[src/rtl/vend_txn_controller.sv]
// vend_txn_controller: transaction sequencer for a 3-product vending machine.
// Accumulates coin credit, validates a product choice against the price table,
// runs a one-hot dispense handshake and then a change handshake.
// Optional feature: define VEND_TIMEOUT_EN to refund credit automatically after
// TIMEOUT_CYC idle cycles in COLLECT; without it credit is held indefinitely.
module vend_txn_controller #(
  parameter int CREDIT_W    = 8,
  parameter int PRICE_A     = 25,
  parameter int PRICE_B     = 50,
  parameter int PRICE_C     = 35,
  parameter int MAX_CREDIT  = 200,
  parameter int TIMEOUT_CYC = 1000
) (
  input  logic                clock,
  input  logic                rst,
  input  logic                coin_valid,
  input  logic [3:0]          coin_val,
  output logic                coin_accept,
  output logic                coin_reject,
  input  logic                choice_valid,
  input  logic [1:0]          choice,
  output logic                sel_nack,
  output logic [2:0]          disp_req,
  input  logic                disp_ack,
  output logic                change_valid,
  output logic [CREDIT_W-1:0] change_amt,
  input  logic                change_ack,
  output logic [CREDIT_W-1:0] credit,
  output logic                busy
);

  typedef enum logic [1:0] {
    IDLE     = 2'd0,
    COLLECT  = 2'd1,
    DISPENSE = 2'd2,
    CHANGE   = 2'd3
  } state_t;

  state_t state;

  // Latched price of the product being dispensed.
  logic [CREDIT_W-1:0] price_q;

  // Coin code to cents; invalid codes map to zero.
  function automatic logic [CREDIT_W-1:0] coin_cents(input logic [3:0] code);
    logic [CREDIT_W-1:0] v;
    case (code)
      4'd1:    v = CREDIT_W'(5);
      4'd2:    v = CREDIT_W'(10);
      4'd3:    v = CREDIT_W'(25);
      4'd4:    v = CREDIT_W'(100);
      default: v = '0;
    endcase
    return v;
  endfunction

  // Only codes 1..4 denote real coins.
  function automatic logic coin_code_ok(input logic [3:0] code);
    return (code >= 4'd1) && (code <= 4'd4);
  endfunction

  // Product index to price; index 3 is not a product and yields zero.
  function automatic logic [CREDIT_W-1:0] price_of(input logic [1:0] sel);
    logic [CREDIT_W-1:0] p;
    case (sel)
      2'd0:    p = CREDIT_W'(PRICE_A);
      2'd1:    p = CREDIT_W'(PRICE_B);
      2'd2:    p = CREDIT_W'(PRICE_C);
      default: p = '0;
    endcase
    return p;
  endfunction

  logic [CREDIT_W:0]   coin_sum;
  logic                coin_fits;
  logic [CREDIT_W-1:0] sel_price;
  logic                sel_ok;
  logic [CREDIT_W-1:0] remainder;

  // Coin admission, selection affordability and post-dispense remainder.
  always_comb begin
    coin_sum  = {1'b0, credit} + {1'b0, coin_cents(coin_val)};
    coin_fits = coin_code_ok(coin_val) && (coin_sum <= (CREDIT_W+1)'(MAX_CREDIT));
    sel_price = price_of(choice);
    sel_ok    = (choice != 2'd3) && (credit >= sel_price);
    remainder = credit - price_q;
  end

`ifdef VEND_TIMEOUT_EN
  localparam int TMO_W = (TIMEOUT_CYC > 1) ? $clog2(TIMEOUT_CYC) : 1;
  localparam logic [TMO_W-1:0] TMO_LAST = TMO_W'(TIMEOUT_CYC - 1);

  // Count of consecutive strobe-free cycles spent in COLLECT.
  logic [TMO_W-1:0] tmo_cnt;
`endif

  // Transaction FSM with all outputs registered.
  always_ff @(posedge clock or posedge rst) begin
    if (rst) begin
      state        <= IDLE;
      credit       <= '0;
      price_q      <= '0;
      coin_accept  <= 1'b0;
      coin_reject  <= 1'b0;
      sel_nack     <= 1'b0;
      disp_req     <= 3'b000;
      change_valid <= 1'b0;
      change_amt   <= '0;
      busy         <= 1'b0;
`ifdef VEND_TIMEOUT_EN
      tmo_cnt      <= '0;
`endif
    end else begin
      coin_accept <= 1'b0;
      coin_reject <= 1'b0;
      sel_nack    <= 1'b0;
      case (state)
        IDLE, COLLECT: begin
          if (coin_valid) begin
            // A coin wins over a simultaneous selection.
            if (coin_fits) begin
              credit      <= coin_sum[CREDIT_W-1:0];
              coin_accept <= 1'b1;
              state       <= COLLECT;
            end else begin
              coin_reject <= 1'b1;
            end
            if (choice_valid) sel_nack <= 1'b1;
          end else if (choice_valid) begin
            if (sel_ok) begin
              disp_req <= 3'b001 << choice;
              price_q  <= sel_price;
              busy     <= 1'b1;
              state    <= DISPENSE;
            end else begin
              sel_nack <= 1'b1;
            end
          end
`ifdef VEND_TIMEOUT_EN
          if (coin_valid || choice_valid || (state != COLLECT)) begin
            tmo_cnt <= '0;
          end else if (tmo_cnt == TMO_LAST) begin
            // Idle too long: refund the whole credit as change.
            tmo_cnt      <= '0;
            change_amt   <= credit;
            change_valid <= 1'b1;
            busy         <= 1'b1;
            state        <= CHANGE;
          end else begin
            tmo_cnt <= tmo_cnt + 1'b1;
          end
`endif
        end
        DISPENSE: begin
          if (coin_valid)   coin_reject <= 1'b1;
          if (choice_valid) sel_nack    <= 1'b1;
          if (disp_ack) begin
            disp_req <= 3'b000;
            credit   <= remainder;
            if (remainder != '0) begin
              change_amt   <= remainder;
              change_valid <= 1'b1;
              state        <= CHANGE;
            end else begin
              busy  <= 1'b0;
              state <= IDLE;
            end
          end
        end
        CHANGE: begin
          if (coin_valid)   coin_reject <= 1'b1;
          if (choice_valid) sel_nack    <= 1'b1;
          if (change_ack) begin
            change_valid <= 1'b0;
            change_amt   <= '0;
            credit       <= '0;
            busy         <= 1'b0;
            state        <= IDLE;
          end
        end
        default: state <= IDLE;
      endcase
    end
  end

endmodule

[config.mk]
export PLATFORM = sky130hd
export DESIGN_NAME = vend_txn_controller
export DESIGN_NICKNAME = d
export VERILOG_FILES = /design/src/rtl/vend_txn_controller.sv
export SDC_FILE = /design/constraint.sdc
export NUM_CORES = 1
export LEC_CHECK = 0
export BUFFER_PORTS_ARGS = -buffer_cell sky130_fd_sc_hd__buf_2
export CORE_MARGIN = 4
export CORE_UTILIZATION = 28
export CTS_CLUSTER_SIZE = 40
export DETAILED_ROUTE_END_ITERATION = 12
export GPL_TIMING_DRIVEN = 1
export HOLD_SLACK_MARGIN = 0.15
export PLACE_DENSITY_LB_ADDON = 0.08
export SYNTH_ARGS = -nofsm -noshare
export SYNTH_HDL_FRONTEND = slang
export SYNTH_SLANG_ARGS = --single-unit
[constraint.sdc]
create_clock -name clock -period 3.6 [get_ports clock]
set_input_delay 0.36 -clock clock [delete_from_list [all_inputs] [get_ports clock]]
set_output_delay 0.36 -clock clock [all_outputs]
set_load 0.05 [all_outputs]
==> impl_metrics.toml <==
[outcome]
status = "complete, no violations"

[clocking]
cts_tree = "yes"
cts_made_buffers = 5
cts_buffer_depth = 2
cts.repair.resized = 0
clock_latency_ns = 0.28
ctsRootBufferMaster = "clkbuf_8"
htreeDepth = 2
post_cts_buffers = 0
cts.reportedPaths.clkPinSlew_ns = 0.07
ctsHoldBuffers = 0
clock-sinks = 30

[floorplan]
fp.dieH_um = 96.28
die_area_um2 = 9270
start_util_pct = 29.45
rows = 31
pin_count = 36
die_w_um = 96.28
core_um2 = 7408

[route]
wl_um = 5800
met2_length_um = 2562
route.detailed.drc = 0
routed.top_layer = "met4"
drt-met1-wl_um = 2902
drtPass1Iterations = 4
wire_per_inst_um = 14.80
drtIter0Drc = 67
wl_met3_um = 181
drt-vias-per-instance = 4.880
antenna_left = 0
vias = 1913

[placement]
placed_cell_area_um2 = 2487
dp_hpwl_um = 4638
dpl.cell_count = 384
place.gp.congestion = 0.7563
io_buffers = 35

[critical_path]
crit_type = "reg2reg"
startpoint_type = "flip-flop"
regToRegSetupSlack_ns = 0.45
rr_startpoint = "credit[0]"
reg2reg_depth = 11
r2r-end = "change_valid"
critPathCaptureType = "flip-flop"
path_max_fanout = 6
crit_arrival_ns = 3.29
crit_required_ns = 3.74

[sta]
setup_viol = 0
rsz0062_at_grt = "false"
fin_crit_sh_pct = 87.51
setup_tns_ns = 0
skew_ns = 0.007338
period_needed_ns = 3.150
slew_headroom_pct = 57.70
timing.fmax_mhz = 317.4
tightest_slew_ns = 0.6332
maxSlewViolCount = 0
hold_viol = 0

[min_path]
hold_path_class = "in2async"

[power]
intPower_mw = 1.206
switchingPower_mw = 1.443
pwr-share-comb_pct = 65.7
powerDensity_nw_per_um2 = 1027
vdd_drop_max_uv = 372.1
clkPwrFrac_pct = 10.8
p_leak_nw = 1.258
seq_power_share_pct = 23.6
p_sw_share_pct = 54.47

[global_routing]
overflow = 0
grt_pass1_vias = 2001
grt_pass1_wl_um = 9818
grt_max_degree = 31
grt_usage_pct = 13.63
antenna_found_initial = 0

[yosys]
ys_seq_elements = 30
synth.cell_area_um2 = 2182
synthTopCellsByCount = "32 x inv_1, 30 x dfrtp_1, 24 x nand2_1, 21 x ha_1, 18 x nor2_1"
synth-async-reset-ratio_pct = 100.0
avgSynthCellArea_um2 = 8.659
yosysWarnings = 0
synthCells = 252
synth_edf_count = 0
synth.most_common_cell = "inv_1"
synth-seq-area-share_pct = 34.40
synth-main-ff-cell = "dfrtp_1"
synth_area_leaders = "dfrtp_1 34%, ha_1 12%, inv_1 5.5%"
synth_nets = 287
yosysTopAreaCellShare_pct = 34.40
ys_types = 56
yosysTopAreaCell = "dfrtp_1"

[cells_and_area]
fin_cells = 392
final_nets = 327
syn2layout_area_growth_pct = 18.18
drive_gt1_share_pct = 18.77
diodes = 0
n_fill_cell = 793
finalInstanceArea_um2 = 2579

[run]
cap_viol_max_count = 0
[worst max-delay path by stage]
stage                      startpoint      endpoint  slack (ns)  cells past startpoint
after floorplan             credit[0]      state[0]        0.45                     10
after global placement    coin_val[3]     credit[2]        0.34                     13
after detailed placement  coin_val[3]     credit[3]        0.36                     13
after CTS                   credit[0]  change_valid        0.39                     11
after global routing        credit[0]  change_valid        0.23                     11
final                       credit[0]  change_valid        0.45                     11
[power by group through the flow]
stage	registers, mW	clock network [mW]	logic, mW
floorplan	0.968	0	0.954
global placement	0.638	0	1.76
detailed placement	0.636	0	1.75
CTS	0.630	0.296	1.75
global route	0.649	0.306	1.94
finish	0.624	0.285	1.74
[cells in the final DEF, fill, tap and decap left out, types with 3 or more instances in the layout]
| master | instances |
|---|---|
| nor3b_1 | 3 |
| a22oi_1 | 4 |
| nor2_1 | 18 |
| nand2_1 | 24 |
| nand2b_1 | 4 |
| o21a_1 | 5 |
| and2_1 | 3 |
| xor2_1 | 4 |
| xnor2_1 | 3 |
| nor3_1 | 4 |
| dfrtp_1 | 30 |
| a2111o_1 | 3 |
| a211oi_1 | 3 |
| nand3_1 | 5 |
| o22ai_1 | 3 |
| clkbuf_8 | 6 |
| a21oi_1 | 12 |
| o21ai_0 | 17 |
| ha_1 | 21 |
| a31oi_1 | 3 |
| inv_1 | 32 |
| buf_4 | 5 |
| buf_2 | 35 |
| nor2b_1 | 3 |
[final cells by class]
class | count | area (µm²) | area share, %
Tap cell | 99 | 123.9 | 4.804
Clock buffer | 7 | 86.33 | 3.348
Clock inverter | 1 | 5.005 | 0.1941
Multi-Input combinational cell | 182 | 1276 | 49.49
Timing Repair Buffer | 40 | 212.7 | 8.248
Sequential cell | 30 | 750.7 | 29.11
Inverter | 33 | 123.9 | 4.804
[cell families after synthesis]
family / count (synthesis) / share of synthesized area [%]
simple gates: 76 / 17.14
mux: 1 / 0.4587
xor+xnor: 7 / 2.810
compound gates: 75 / 24.20
fa+ha+maj: 23 / 13.88
buf+inv: 40 / 7.110
flops: 30 / 34.40
[metal layers]
metal,vias up,track usage [%]
met2,41,20.64
met3,16,2.502
met5,-,0
met4,0,5.450
met1,881,19.01
li1,975,-
[through the flow]
| stage | util (%) | setup slack (ns) | total power [mW] | hold WS, ns |
|---|---|---|---|---|
| final | 34.81 | 0.4495 | 2.648 | 0.1503 |
| after global routing | 34.81 | 0.2308 | 2.893 | 0.1819 |
| after CTS | 34.81 | 0.3924 | 2.682 | 0.1650 |
| after detailed placement | 33.58 | 0.3567 | 2.384 | 0.4726 |
| after global placement | 33.58 | 0.3437 | 2.401 | 0.4670 |
| after floorplan | - | 0.4494 | 1.922 | 0.4498 |
[sequential cells by signal, indices dropped and copies added (netlist names)]
signal        cells
price_q           4
credit            8
coin_reject       1
sel_nack          1
coin_accept       1
change_amt        8
change_valid      1
disp_req          3
state             2
busy              1
[critical path, cell delays in order, from the launching register on]
cell and delay (ns):
dfrtp_1 0.40, inv_1 0.11, ha_1 0.18, inv_1 0.05
fa_1 0.41, or2_1 0.28, a21oi_2 0.17, xnor2_1 0.14
or3_1 0.41, or4_4 0.53, nand2_1 0.21, o21ai_0 0.12
No activity file was read; power rests on OpenSTA's default activity.
